==> src/rtl/connect4_pkg.sv <==
// Shared Connect-4 types: board geometry, cell encoding, board array and drop FSM states.
// Also used by the win checker and the VGA renderer.
package connect4_pkg;

  localparam int ROWS = 6;
  localparam int COLS = 7;

  typedef enum logic [1:0] {
    EMPTY = 2'b00,
    P1    = 2'b01,
    P2    = 2'b10
  } cell_t;

  // Row 0 is the top row and column 0 is the left column.
  typedef logic [0:ROWS-1][0:COLS-1][1:0] board_t;

  typedef enum logic [2:0] {
    IDLE,
    SCAN,
    CHECK,
    EVAL,
    OVER
  } drop_state_t;

  function automatic logic [1:0] next_player(input logic [1:0] p);
    return (p == P1) ? P2 : P1;
  endfunction

endpackage

==> src/rtl/drop_controller.sv <==
// Connect-4 board owner: applies gravity to column drops, hands each move to the
// win checker and decides win, draw or turn change.
//
// state | meaning
// IDLE  | waiting for a drop request
// SCAN  | walking the column upward, one row per cycle, looking for the lowest empty cell
// CHECK | piece committed; check_en pulses to the win checker
// EVAL  | win checker result sampled; drop_ack pulses
// OVER  | game finished (win or draw); only new_game or rst leave
module drop_controller #(
  parameter int         ROWS         = 6,
  parameter int         COLS         = 7,
  parameter logic [1:0] FIRST_PLAYER = 2'b01
) (
  input  logic                                clk,
  input  logic                                rst,
  input  logic                                new_game,
  input  logic                                drop_req,
  input  logic [2:0]                          drop_col,
  input  logic                                win_flag,
  input  logic [1:0]                          winner_id,
  output logic [0:ROWS-1][0:COLS-1][1:0]      board,
  output logic                                check_en,
  output logic [1:0]                          current_player,
  output logic                                busy,
  output logic                                drop_ack,
  output logic                                drop_err,
  output logic [2:0]                          last_row,
  output logic [2:0]                          last_col,
  output logic [5:0]                          move_count,
  output logic                                game_over,
  output logic [1:0]                          winner,
  output logic                                draw_flag
);
  import connect4_pkg::*;

  localparam logic [2:0] COL_LIMIT = 3'(COLS);
  localparam logic [2:0] BOTTOM    = 3'(ROWS - 1);
  localparam logic [5:0] CELLS     = 6'(ROWS * COLS);

  drop_state_t state, state_next;
  logic [2:0]  row_idx;
  logic [2:0]  col_q;
  logic        col_valid;
  logic        cell_empty;
  logic        board_full;

  assign col_valid  = drop_col < COL_LIMIT;
  assign cell_empty = board[row_idx][col_q] == EMPTY;
  assign board_full = move_count == CELLS;

  always_ff @(posedge clk or negedge rst) begin
    if (!rst) state <= IDLE;
    else      state <= state_next;
  end

  always_comb begin
    state_next = state;
    check_en   = 1'b0;
    drop_ack   = 1'b0;
    busy       = 1'b0;
    game_over  = 1'b0;
    case (state)
      IDLE: begin
        if (drop_req && col_valid) state_next = SCAN;
      end
      SCAN: begin
        busy = 1'b1;
        if (cell_empty)          state_next = CHECK;
        else if (row_idx == '0)  state_next = IDLE;
      end
      CHECK: begin
        busy       = 1'b1;
        check_en   = 1'b1;
        state_next = EVAL;
      end
      EVAL: begin
        busy     = 1'b1;
        drop_ack = 1'b1;
        if (win_flag || board_full) state_next = OVER;
        else                        state_next = IDLE;
      end
      OVER: begin
        game_over = 1'b1;
      end
      default: state_next = IDLE;
    endcase
    if (new_game) state_next = IDLE;
  end

  always_ff @(posedge clk or negedge rst) begin
    if (!rst) begin
      board          <= '0;
      current_player <= FIRST_PLAYER;
      drop_err       <= 1'b0;
      last_row       <= '0;
      last_col       <= '0;
      move_count     <= '0;
      winner         <= '0;
      draw_flag      <= 1'b0;
      row_idx        <= '0;
      col_q          <= '0;
    end else if (new_game) begin
      board          <= '0;
      current_player <= FIRST_PLAYER;
      drop_err       <= 1'b0;
      last_row       <= '0;
      last_col       <= '0;
      move_count     <= '0;
      winner         <= '0;
      draw_flag      <= 1'b0;
      row_idx        <= '0;
      col_q          <= '0;
    end else begin
      drop_err <= 1'b0;
      case (state)
        IDLE: begin
          if (drop_req) begin
            if (col_valid) begin
              col_q   <= drop_col;
              row_idx <= BOTTOM;
            end else begin
              drop_err <= 1'b1;
            end
          end
        end
        SCAN: begin
          if (cell_empty) begin
            board[row_idx][col_q] <= current_player;
            last_row              <= row_idx;
            last_col              <= col_q;
            move_count            <= move_count + 6'd1;
          end else if (row_idx == '0) begin
            drop_err <= 1'b1;
          end else begin
            row_idx <= row_idx - 3'd1;
          end
        end
        EVAL: begin
          // A win on the final cell counts as a win, not a draw.
          if (win_flag)        winner         <= winner_id;
          else if (board_full) draw_flag      <= 1'b1;
          else                 current_player <= next_player(current_player);
        end
        default: ;
      endcase
    end
  end

endmodule

==> config.mk <==
export PLATFORM = sky130hd
export DESIGN_NAME = drop_controller
export DESIGN_NICKNAME = d
export VERILOG_FILES = /design/src/rtl/connect4_pkg.sv /design/src/rtl/drop_controller.sv
export SDC_FILE = /design/constraint.sdc
export NUM_CORES = 1
export LEC_CHECK = 0
export BUFFER_PORTS_ARGS = -buffer_cell sky130_fd_sc_hd__buf_2
export CAP_MARGIN = 40
export CORE_ASPECT_RATIO = 1.25
export CORE_UTILIZATION = 54
export DETAILED_ROUTE_END_ITERATION = 10
export PLACE_DENSITY = 0.79
export SLEW_MARGIN = 20
export SYNTH_ARGS = -nofsm -noshare
export SYNTH_HDL_FRONTEND = slang
export SYNTH_SLANG_ARGS = --single-unit
==> constraint.sdc <==
create_clock -name clk -period 3.08 [get_ports clk]
set_input_delay 0 -clock clk [delete_from_list [all_inputs] [get_ports clk]]
set_output_delay 0 -clock clk [all_outputs]
set_load 0.03 [all_outputs]
==> impl_metrics.yaml, run 1 <==
hold_path:
  hp-class: "in2reg"
  timing.hold.worst_endpoint: "winner[1]$_DFFE_PN0P_"
  worst_hold_startpoint: "win_flag"
  hold_depth: 4
timing:
  slew_headroom_pct: 49.7
  max_clock_freq_mhz: 345
  min_period_over_period_pct: 94.0
  hold_violations: 0
  slew_viol_final: 0
  layout_skew_ns: 0.00870
  fin_tns_setup_ns: 0
  unrepaired_setup_endpoints_after_global_routing: "false"
  total_of_endpoints_with_negative_setup_slack_in_the_final_report: 0
  final.min_clock_period_ns: 2.90
  tightest_slew_ns: 0.754
synth:
  yosysMostFrequentCell: "sky130_fd_sc_hd__dfrtp_1"
  postSynthRegisterBits: 111
  synthAdderAreaFrac_pct: 0.946
  yosysSeqAreaShare_pct: 52.5
  dominant_combinational_cell_family_by_area_after_synthesis: "compound AO/OA/AOI/OAI gates"
  synthesis.yosys.warnings: 0
  syn-num-nets: 567
  synthArstFlopShare_pct: 100
  synthCells: 553
  post_synth_mux_area_share_pct: 4.59
  synth_compound_gate_area_share_pct: 17.9
  netlist_area_um2: 5290
  count_of_flip_flops_with_a_built_in_enable_after_synthesis: 0
  simple_gate_fraction_of_synth_area_pct: 14.2
  syn_avg_cell_area_um2: 9.57
  netlist_top_cells_count: "110 x sky130_fd_sc_hd__dfrtp_1, 94 x sky130_fd_sc_hd__inv_1, 78 x sky130_fd_sc_hd__o22ai_1, 32 x sky130_fd_sc_hd__nor2_1, 25 x sky130_fd_sc_hd__clkbuf_1"
  synth_xor_area_share_pct: 0.166
  post-synth-top-area-fraction_pct: 52.0
  synth_top_cells_by_area: "sky130_fd_sc_hd__dfrtp_1 52%, sky130_fd_sc_hd__o22ai_1 9.2%, sky130_fd_sc_hd__inv_1 6.7%"
  synthDistinctLibCells: 54
  synth_flop_cell: "sky130_fd_sc_hd__dfrtp_1"
  synthDominantAreaCellType: "sky130_fd_sc_hd__dfrtp_1"
clock_network:
  worst_skew_pair.late_latency_ns: 0.35
  max-clock-path-buffers: 2
  clkTransAtPathRegs_ns: 0.07
  tritoncts: "built"
  clockRootBuffer: "sky130_fd_sc_hd__clkbuf_16"
  total_cts_buffers: 9
  htree_num_levels: 3
  setup_fix_buffers_added_after_clock_tree_synthesis: 0
  numClockSinks: 111
die:
  die_h_um: 113
  core_region_area_um2: 9560
  die_width_um: 90.5
  io_pins: 116
  dieArea_um2: 10200
  std_cell_rows: 40
  floorplan.initialDensity_pct: 55.4
worst_setup_path:
  rr_endpoint: "board[70]$_DFFE_PN0P_"
  start_kind: "flop"
  worst_ep_arrival_time_ns: 3.14
  setup.worst_path.class: "reg2reg"
  regToRegSetupSlack_ns: 0.18
  rr_worst_depth: 9
  path_cells: "buf_12 > nand2b_1 > a311oi_1 > nor4_1 > o22ai_1 > nor4_4 > nand3_1 > buf_4 > o32ai_1"
  worst_setup_path_end_kind: "flop"
  required_ns: 3.33
  critical_path.slowest_cell: "sky130_fd_sc_hd__dfrtp_1"
  cp_max_fo: 41
  max_stage_delay_ns: 0.37
  rr_startpoint: "row_idx[1]$_DFFE_PN0P_"
  critPathBufInv: 2
  cp_top_family: "simple AND/OR/NAND/NOR gates"
place:
  detailed_place_hpwl_mm: 10.5
  post-place-cells: 771
  placement.io_buffers: 115
  dpl-instance-area_um2: 6010
  finalWeightedCongestion: 0.910
power:
  p_leak_uw: 0.00295
  power_density_nw_per_um2: 502
  finalPower_uw: 3210
  vdd_drop_max_uv: 317
  clockPowerShare_pct: 36.6
  netSwitchingPower_uw: 901
  combPwrFrac_pct: 15.5
  p_int_uw: 2310
  switching_share_pct: 28.1
  portion_of_total_power_attributed_to_sequential_cells_pct: 47.9
layout:
  final_cell_count_no_fill: 796
  num_antenna_cells: 0
  filler_cell_count: 786
  number_of_nets_in_the_layout: 679
  post_route_cells_drive_above_1_share_pct: 24.0
  final_cell_area_um2: 6390
  syn_to_final_growth_pct: 20.7
detailed_routing:
  drc_errors: 0
  drtIter0Drc: 452
  detailed_route_wire_length_per_cell_um: 19.1
  route.vias.total: 4854
  viasPerCell: 6.10
  detail_route.wirelength_mm: 15.2
  first_pass_iters: 5
  final_antenna_net_count: 0
grt:
  maximum_number_of_pins_on_one_net_before_global_route_repair: 79
  grt_remaining_overflow: 0
  grt_pass1_vias: 4750
  grt_pass1_wl_mm: 24.6
  grt_use_total_pct: 31.2
  antenna_found_initial: 0
job:
  cap_violations: 0
status:
  status: "completed"
registers in the layout, indices dropped and copies added (netlist names):
| name | count |
|---|---|
| last_row | 3 |
| current_player | 2 |
| row_idx | 3 |
| board | 84 |
| move_count | 6 |
| winner | 2 |
| draw_flag | 1 |
| drop_err | 1 |
| state | 3 |
| last_col | 3 |
| col_q | 3 |
kinds of logic (layout without fill, tap and decap cells):
logic type	after synthesis	count (layout)
flip-flops	111	111
buffers and inverters	132	249
adder cells (fa/ha/maj)	4	4
AO/OA/AOI/OAI	145	145
XOR/XNOR	1	1
multiplexers	24	24
AND/OR/NAND/NOR	136	136
through the flow:
step	utilization [%]	hold WS [ns]	worst slack, ns
floorplan	-	-0.296	0.655
global placement	62.8	0.0330	0.385
detailed placement	62.8	0.0391	0.278
CTS	66.8	0.0212	0.236
global route	66.8	0.0871	0.0667
finish	66.8	0.0452	0.184
worst reg2reg max path: stages, from the launching register on:
cell and delay [ns]:
sky130_fd_sc_hd__dfrtp_1 0.37, sky130_fd_sc_hd__buf_12 0.23, sky130_fd_sc_hd__nand2b_1 0.30, sky130_fd_sc_hd__a311oi_1 0.11, sky130_fd_sc_hd__nor4_1 0.33, sky130_fd_sc_hd__o22ai_1 0.23
sky130_fd_sc_hd__nor4_4 0.36, sky130_fd_sc_hd__nand3_1 0.30, sky130_fd_sc_hd__buf_4 0.30, sky130_fd_sc_hd__o32ai_1 0.26
how the worst max path moves through the flow:
stage	startpoint	to	slack (ns)	cells after the start
final	row_idx[1]$_DFFE_PN0P_	board[70]$_DFFE_PN0P_	0.18	9
after floorplan	row_idx[0]$_DFFE_PN0P_	move_count[3]$_DFFE_PN0P_	0.66	10
after detailed placement	row_idx[1]$_DFFE_PN0P_	board[76]$_DFFE_PN0P_	0.28	9
after CTS	row_idx[1]$_DFFE_PN0P_	board[70]$_DFFE_PN0P_	0.24	9
after global placement	row_idx[1]$_DFFE_PN0P_	board[72]$_DFFE_PN0P_	0.38	9
after global routing	row_idx[2]$_DFFE_PN0P_	board[72]$_DFFE_PN0P_	0.07	8
power by group through the flow:
stage	combinational, uW	sequential, uW	clock [uW]
final	497	1540	1170
after global routing	538	1540	1220
after CTS	492	1530	1170
after detailed placement	481	1560	0
after global placement	469	1560	0
after floorplan	315	1560	0
per-layer routing:
metal  part of all wire [%]  global-route usage [%]  routed length [um]
met1                     39                    40.1                5930
met2                     48                    49.6                7360
met3                    8.5                    5.83                1290
met4                    4.2                    18.0                 647
met5                      0                       0                   0
placed cells by master, fill, tap and decap left out, types with 3 or more instances in the layout:
cell                              n
sky130_fd_sc_hd__nand3b_1         4
sky130_fd_sc_hd__o22ai_1         78
sky130_fd_sc_hd__and2_1           3
sky130_fd_sc_hd__buf_4           14
sky130_fd_sc_hd__nand2_1         19
sky130_fd_sc_hd__nor2_1          32
sky130_fd_sc_hd__or3b_2           3
sky130_fd_sc_hd__dfrtp_1        110
sky130_fd_sc_hd__mux2i_1         22
sky130_fd_sc_hd__nand2b_1         6
sky130_fd_sc_hd__dlygate4sd3_1    9
sky130_fd_sc_hd__or2_2            8
sky130_fd_sc_hd__clkinv_2         3
sky130_fd_sc_hd__a21oi_1         13
sky130_fd_sc_hd__buf_2          113
sky130_fd_sc_hd__o32ai_1          7
sky130_fd_sc_hd__inv_1           94
sky130_fd_sc_hd__clkbuf_16        9
sky130_fd_sc_hd__nor4b_1          3
sky130_fd_sc_hd__a311oi_1         4
sky130_fd_sc_hd__ha_1             4
sky130_fd_sc_hd__a2111oi_0        4
sky130_fd_sc_hd__nor3_1          12
sky130_fd_sc_hd__nand4_1          4
sky130_fd_sc_hd__o21ai_0         15
sky130_fd_sc_hd__nor4_1           4
sky130_fd_sc_hd__nor3b_1          7
sky130_fd_sc_hd__a211oi_1         6
sky130_fd_sc_hd__or3_1           10
sky130_fd_sc_hd__nand3_1         12
layout make-up:
type / count / area, um^2 / share of cell area (%)
well taps: 126 / 158 / 2.47
repair buffers: 138 / 801 / 12.5
clock buffers: 12 / 246 / 3.86
flip-flops and latches: 111 / 2780 / 43.5
inverters: 95 / 357 / 5.58
multi-input cells: 310 / 2000 / 31.3
clock inverters: 4 / 45.0 / 0.705
repair_timing:
| item | in CTS | in global routing |
|---|---|---|
| hold buffers | 9 | 0 |
| hold endpoints to repair | 49 | 0 |
| gates resized for setup | 0 | 0 |
Power figures use the tool's default switching activity.
==> run 2: changes to the inputs <==
--- a/config.mk
+++ b/config.mk
@@ -5,12 +5,14 @@
 export SDC_FILE = /design/constraint.sdc
 export NUM_CORES = 1
 export LEC_CHECK = 0
+export ABC_AREA = 1
 export BUFFER_PORTS_ARGS = -buffer_cell sky130_fd_sc_hd__buf_2
 export CAP_MARGIN = 40
 export CORE_ASPECT_RATIO = 1.25
-export CORE_UTILIZATION = 54
+export CORE_UTILIZATION = 58
+export CTS_BUF_LIST = sky130_fd_sc_hd__clkbuf_2 sky130_fd_sc_hd__clkbuf_4 sky130_fd_sc_hd__clkbuf_8
 export DETAILED_ROUTE_END_ITERATION = 10
-export PLACE_DENSITY = 0.79
+export PLACE_DENSITY = 0.83
 export SLEW_MARGIN = 20
 export SYNTH_ARGS = -nofsm -noshare
 export SYNTH_HDL_FRONTEND = slang
==> run 2 against run 1 <==
Die area rose by 9.8%. Via count grew 37%. Worst setup slack better by 0.036 ns. Sequential power up 6%. Global-route usage rose by 3.4 points. Critical endpoint is now board[83]$_DFFE_PN0P_. Routed wire length rose by 21%. Register-to-register slack better by 0.04 ns. Area after synthesis rose by 18%. Combinational power grew to 4.2 times the previous value. Clock skew rose by 0.0035 ns. Maximum frequency rose by 1.3%. Clock-buffer cell count did not move.
==> impl_metrics.yaml, run 2 <==
timing:
  total_of_endpoints_with_negative_setup_slack_in_the_final_report: 0
  hold_slack_ns: 0.116
  unrepaired_setup_endpoints_after_global_routing: "false"
  slew_headroom_pct: 48.7
  max_clock_freq_mhz: 350
  hold_violations: 0
  slew_viol_final: 0
  layout_skew_ns: 0.0122
  final.min_clock_period_ns: 2.86
  tightest_slew_ns: 0.769
  fin_tns_setup_ns: 0
  min_period_over_period_pct: 92.9
clock_network:
  clkTransAtPathRegs_ns: 0.10
  total_cts_buffers: 9
  numClockSinks: 111
  htree_num_levels: 3
  cts_resized: 0
  worst_skew_pair.late_latency_ns: 0.39
  clockRootBuffer: "sky130_fd_sc_hd__clkbuf_8"
  setup_fix_buffers_added_after_clock_tree_synthesis: 0
  tritoncts: "built"
  max-clock-path-buffers: 2
job:
  cap_violations: 0
synth:
  synthDominantAreaCellType: "sky130_fd_sc_hd__dfrtp_1"
  post-synth-top-area-fraction_pct: 44.0
  postSynthRegisterBits: 111
  synth_top_cells_by_area: "sky130_fd_sc_hd__dfrtp_1 44%, sky130_fd_sc_hd__nand2_1 17%, sky130_fd_sc_hd__nand3_1 14%"
  yosysSeqAreaShare_pct: 44.5
  syn_avg_cell_area_um2: 6.91
  count_of_flip_flops_with_a_built_in_enable_after_synthesis: 0
  syn-num-nets: 919
  synth_flop_cell: "sky130_fd_sc_hd__dfrtp_1"
  netlist_top_cells_count: "282 x sky130_fd_sc_hd__nand2_1, 178 x sky130_fd_sc_hd__nand3_1, 110 x sky130_fd_sc_hd__dfrtp_1, 82 x sky130_fd_sc_hd__nor2_1, 70 x sky130_fd_sc_hd__inv_1"
  synthesis.yosys.warnings: 0
  netlist_area_um2: 6250
  synthDistinctLibCells: 31
  synthArstFlopShare_pct: 100
  synthCells: 905
  yosysMostFrequentCell: "sky130_fd_sc_hd__nand2_1"
die:
  die_h_um: 118
  core_region_area_um2: 10600
  die_width_um: 94.8
  dieArea_um2: 11200
  std_cell_rows: 42
  io_pins: 116
  floorplan.initialDensity_pct: 59.2
layout:
  layout_commonest_cell: "sky130_fd_sc_hd__nand2_1"
  largest-register: "board"
  final_cell_area_um2: 7280
  number_of_nets_in_the_layout: 1030
  layout_common_cells: "282 x sky130_fd_sc_hd__nand2_1, 178 x sky130_fd_sc_hd__nand3_1, 114 x sky130_fd_sc_hd__buf_2, 110 x sky130_fd_sc_hd__dfrtp_1, 79 x sky130_fd_sc_hd__nor2_1"
  max_reg_flops: 84
  post_route_cells_drive_above_1_share_pct: 16.4
  num_antenna_cells: 0
  postLayoutCoreUtil_pct: 68.9
  reg_top3: "board x84, move_count x6"
  syn_to_final_growth_pct: 16.5
power:
  combPwrFrac_pct: 45.8
  switching_share_pct: 46.9
  netSwitchingPower_uw: 2150
  portion_of_total_power_attributed_to_sequential_cells_pct: 35.7
  power_density_nw_per_um2: 629
  p_int_uw: 2430
  p_leak_uw: 0.00418
  clockPowerShare_pct: 18.5
  vdd_drop_max_uv: 313
worst_setup_path:
  cp_max_fo: 16
  required_ns: 3.41
  regToRegSetupSlack_ns: 0.22
  worst_ep_arrival_time_ns: 3.19
  worst_setup_path_end_kind: "flop"
  setup.worst_path.class: "reg2reg"
  start_kind: "flop"
detailed_routing:
  drtIter0Drc: 527
  detailed_route_wire_length_per_cell_um: 16.0
  drc_errors: 0
  first_pass_iters: 5
  wl_met2_mm: 8.76
  route.vias.total: 6669
  dr_top_layer: "met4"
  final_antenna_net_count: 0
  viasPerCell: 5.78
  met3WireLength_mm: 1.40
  detail_route.wirelength_mm: 18.5
  wl_met1_mm: 7.43
grt:
  grt_remaining_overflow: 0
  antenna_found_initial: 0
  grt_pass1_wl_mm: 30.0
  grt_use_total_pct: 34.6
  grt_pass1_vias: 5935
  maximum_number_of_pins_on_one_net_before_global_route_repair: 70
place:
  detailed_place_hpwl_mm: 12.8
  placement.io_buffers: 115
  finalWeightedCongestion: 1.07
  dpl-instance-area_um2: 6960
hold_path:
  hp-class: "in2reg"
status:
  status: "completed"
run 2: per-stage QoR:
stage | cells | setup WS (ns) | power, uW
after floorplan | 905 | 1.11 | 3110
after global placement | 1123 | 0.256 | 3590
final | 1153 | 0.220 | 4580
after global routing | 1153 | 0.0125 | 4860
after detailed placement | 1123 | 0.201 | 3620
after CTS | 1150 | 0.181 | 4450
run 2: timing repair:
action                                  CTS  global route
hold buffers                             11             0
endpoints found under the setup margin    0            38
hold endpoints to repair                 51             0
run 2: cell type report:
class / instances / area [um^2]
clock buffers: 12 / 159
multi-input cells: 633 / 2840
inverters: 113 / 424
well taps: 132 / 165
fillers: 959 / 3280
repair buffers: 148 / 878
flip-flops and latches: 111 / 2780
clock inverters: 4 / 30.0
run 2: cells by family after synthesis:
logic type	count (synthesis)	synth area share, %
AND/OR/NAND/NOR	590	40.9
buffers and inverters	162	10.3
flip-flops	111	44.5
AO/OA/AOI/OAI	34	2.98
XOR/XNOR	4	0.561
adder cells (fa/ha/maj)	4	0.801
run 2: critical path, stage by stage, from the launching register on:
cell	delay [ns]
sky130_fd_sc_hd__dfrtp_1	0.53
sky130_fd_sc_hd__inv_2	0.08
sky130_fd_sc_hd__buf_4	0.18
sky130_fd_sc_hd__nand2_1	0.14
sky130_fd_sc_hd__nor2_1	0.06
sky130_fd_sc_hd__nand2_1	0.10
sky130_fd_sc_hd__nand2_1	0.06
sky130_fd_sc_hd__o21ai_1	0.17
sky130_fd_sc_hd__nand2_1	0.08
sky130_fd_sc_hd__nor2_1	0.10
sky130_fd_sc_hd__nand2_1	0.14
sky130_fd_sc_hd__nor2_2	0.64
sky130_fd_sc_hd__nand3_1	0.25
sky130_fd_sc_hd__inv_1	0.14
sky130_fd_sc_hd__nand2_1	0.06
sky130_fd_sc_hd__nand2_1	0.09
run 2: routing by layer:
metal / track usage, % / up-vias
met3: 4.84 / 68
met2: 52.7 / 361
met5: 0 / -
met1: 47.2 / 3126
li1: - / 3114
met4: 18.6 / 0
run 2: worst paths after layout:
check / from / to / cells past startpoint
min reg2reg: winner[0]$_DFFE_PN0P_ / winner[0]$_DFFE_PN0P_ / 2
max reg2reg: row_idx[2]$_DFFE_PN0P_ / board[83]$_DFFE_PN0P_ / 15
min: drop_req / state[0]$_DFFE_PN0P_ / 5
max in group asynchronous: rst / current_player[0]$_DFFE_PN1P_ / 3
max: row_idx[2]$_DFFE_PN0P_ / board[83]$_DFFE_PN0P_ / 15
min in group asynchronous: rst / board[8]$_DFFE_PN0P_ / 2
run 2: power groups by stage:
| stage | logic (uW) | registers [uW] | clock network (uW) |
|---|---|---|---|
| 6_report | 2090 | 1640 | 847 |
| 5_1_grt | 2290 | 1650 | 922 |
| 4_1_cts | 1970 | 1630 | 849 |
| 3_5_place_dp | 1960 | 1660 | 0 |
| 3_3_place_gp | 1930 | 1660 | 0 |
| 2_1_floorplan | 1400 | 1710 | 0 |
==> run 3: changes to the inputs <==
--- a/config.mk
+++ b/config.mk
@@ -12,7 +12,8 @@
 export CORE_UTILIZATION = 58
 export CTS_BUF_LIST = sky130_fd_sc_hd__clkbuf_2 sky130_fd_sc_hd__clkbuf_4 sky130_fd_sc_hd__clkbuf_8
 export DETAILED_ROUTE_END_ITERATION = 10
-export PLACE_DENSITY = 0.83
+export PLACE_DENSITY_LB_ADDON = 0.2
+export SETUP_SLACK_MARGIN = 0.3
 export SLEW_MARGIN = 20
 export SYNTH_ARGS = -nofsm -noshare
 export SYNTH_HDL_FRONTEND = slang
==> run 3 against run 2 <==
Sequential power about the same. Global-route usage rose by 1.3 points. Largest cell class unchanged. Non-clock buffer count did not move. Clock power increased by 2%. Maximum frequency up 13%. Highest routed layer unchanged. Cell count stayed put. Largest power group unchanged.
==> impl_metrics.yaml, run 3 (synthesis gave the netlist of run 2 again) <==
layout:
  filler_cell_count: 964
  layout_common_cells: "282 x sky130_fd_sc_hd__nand2_1, 178 x sky130_fd_sc_hd__nand3_1, 114 x sky130_fd_sc_hd__buf_2, 110 x sky130_fd_sc_hd__dfrtp_1, 78 x sky130_fd_sc_hd__nor2_1"
  final_cell_area_um2: 7310
  syn_to_final_growth_pct: 17.0
  num_antenna_cells: 0
  largest-register: "board"
  post_route_cells_drive_above_1_share_pct: 16.6
  max_reg_flops: 84
  number_of_nets_in_the_layout: 1030
  reg_top3: "board x84, move_count x6"
  layout_commonest_cell: "sky130_fd_sc_hd__nand2_1"
clock_network:
  setup_fix_buffers_added_after_clock_tree_synthesis: 0
  max-clock-path-buffers: 2
  numClockSinks: 111
  worst_skew_pair.late_latency_ns: 0.39
  clkTransAtPathRegs_ns: 0.10
  tritoncts: "built"
  total_cts_buffers: 9
  clockRootBuffer: "sky130_fd_sc_hd__clkbuf_8"
  htree_num_levels: 3
detailed_routing:
  drc_errors: 0
  detail_route.wirelength_mm: 19.3
  route.vias.total: 6562
  detailed_route_wire_length_per_cell_um: 16.7
  viasPerCell: 5.69
  drtIter0Drc: 545
  first_pass_iters: 7
  final_antenna_net_count: 0
worst_setup_path:
  start_kind: "flop"
  rr_startpoint: "row_idx[0]$_DFFE_PN0P_"
  regToRegSetupSlack_ns: 0.55
  worst_setup_path_end_kind: "flop"
  rr_endpoint: "last_row[1]$_DFFE_PN0P_"
  required_ns: 3.36
  cp_max_fo: 35
  rr_worst_depth: 14
  setup.worst_path.class: "reg2reg"
  worst_ep_arrival_time_ns: 2.81
place:
  dpl-instance-area_um2: 7010
  detailed_place_hpwl_mm: 13.7
  placement.io_buffers: 115
  finalWeightedCongestion: 1.07
timing:
  slew_viol_final: 0
  hold_violations: 0
  unrepaired_setup_endpoints_after_global_routing: "false"
  tightest_slew_ns: 0.731
  max_clock_freq_mhz: 395
  slew_headroom_pct: 51.3
  final.min_clock_period_ns: 2.53
  min_period_over_period_pct: 82.3
  fin_tns_setup_ns: 0
  layout_skew_ns: 0.00904
  total_of_endpoints_with_negative_setup_slack_in_the_final_report: 0
hold_path:
  worst_hold_startpoint: "win_flag"
  hp-class: "in2reg"
  hold_depth: 5
  timing.hold.worst_endpoint: "winner[0]$_DFFE_PN0P_"
die:
  std_cell_rows: 42
  dieArea_um2: 11200
  floorplan.initialDensity_pct: 59.2
  core_region_area_um2: 10600
  die_h_um: 118
  die_width_um: 94.8
  io_pins: 116
grt:
  grt_pass1_wl_mm: 30.4
  maximum_number_of_pins_on_one_net_before_global_route_repair: 58
  antenna_found_initial: 0
  grt_use_total_pct: 35.8
  grt_pass1_vias: 5935
  grt_remaining_overflow: 0
power:
  p_leak_uw: 0.00419
  vdd_drop_max_uv: 410
  power_density_nw_per_um2: 644
  finalPower_uw: 4710
job:
  cap_violations: 0
status:
  status: "completed"
run 3: timing repair:
| action | 4_1_cts | 5_1_grt |
|---|---|---|
| gates resized for setup | 0 | 1 |
| hold buffers | 10 | 0 |
| hold endpoints to repair | 62 | 0 |
| endpoints found under the setup margin | 0 | 19 |
run 3: worst max path at each step:
stage,startpoint,endpoint,cells after the start
6_report,row_idx[0]$_DFFE_PN0P_,last_row[1]$_DFFE_PN0P_,14
3_5_place_dp,row_idx[0]$_DFFE_PN0P_,last_row[1]$_DFFE_PN0P_,14
2_1_floorplan,row_idx[2]$_DFFE_PN0P_,board[19]$_DFFE_PN0P_,15
3_3_place_gp,row_idx[1]$_DFFE_PN0P_,move_count[0]$_DFFE_PN0P_,14
5_1_grt,row_idx[0]$_DFFE_PN0P_,move_count[0]$_DFFE_PN0P_,14
4_1_cts,row_idx[0]$_DFFE_PN0P_,last_row[1]$_DFFE_PN0P_,14
run 3: metrics by stage:
stage / utilization (%) / setup slack (ns) / hold WS [ns] / instances
final: 69.2 / 0.546 / 0.0212 / 1153
after global routing: 69.2 / 0.306 / 0.0523 / 1153
after CTS: 69.1 / 0.509 / 0.0125 / 1152
after detailed placement: 66.4 / 0.523 / 0.0956 / 1126
after global placement: 66.1 / 0.215 / 0.0924 / 1124
after floorplan: - / 1.11 / -0.296 / 905
run 3: critical path: stages, from the launching register on:
cell and delay, ns:
sky130_fd_sc_hd__dfrtp_1 0.44, sky130_fd_sc_hd__inv_2 0.10, sky130_fd_sc_hd__buf_12 0.19, sky130_fd_sc_hd__nand2_1 0.07
sky130_fd_sc_hd__nand3_1 0.10, sky130_fd_sc_hd__nand2_1 0.06, sky130_fd_sc_hd__o21ai_0 0.15, sky130_fd_sc_hd__nand2_1 0.07
sky130_fd_sc_hd__nor2_1 0.10, sky130_fd_sc_hd__nand2_1 0.13, sky130_fd_sc_hd__nor2_4 0.38, sky130_fd_sc_hd__nand2_1 0.22
sky130_fd_sc_hd__buf_4 0.23, sky130_fd_sc_hd__nand3_1 0.07, sky130_fd_sc_hd__o21ai_0 0.09
run 3: power breakdown:
group          switching (uW)  internal (uW)  total, uW
combinational            1590            624       2220
sequential               82.6           1540       1620
clock                     499            367        866
run 3: final cells by class:
cell class / instances / area [um^2] / area share [%]
inverter: 113 / 424 / 5.80
clock inverter: 2 / 15.0 / 0.205
tap: 132 / 165 / 2.26
clock buffer: 14 / 174 / 2.38
sequential: 111 / 2780 / 38.0
multi-input combinational: 633 / 2850 / 38.9
timing repair buffer: 148 / 908 / 12.4
run 3: per-layer routing:
layer,vias up,track usage [%],part of all wire (%)
li1,3107,-,-
met1,3097,47.8,40
met2,293,56.2,48
met3,65,5.68,7.6
met4,0,17.3,3.9
met5,-,0,0
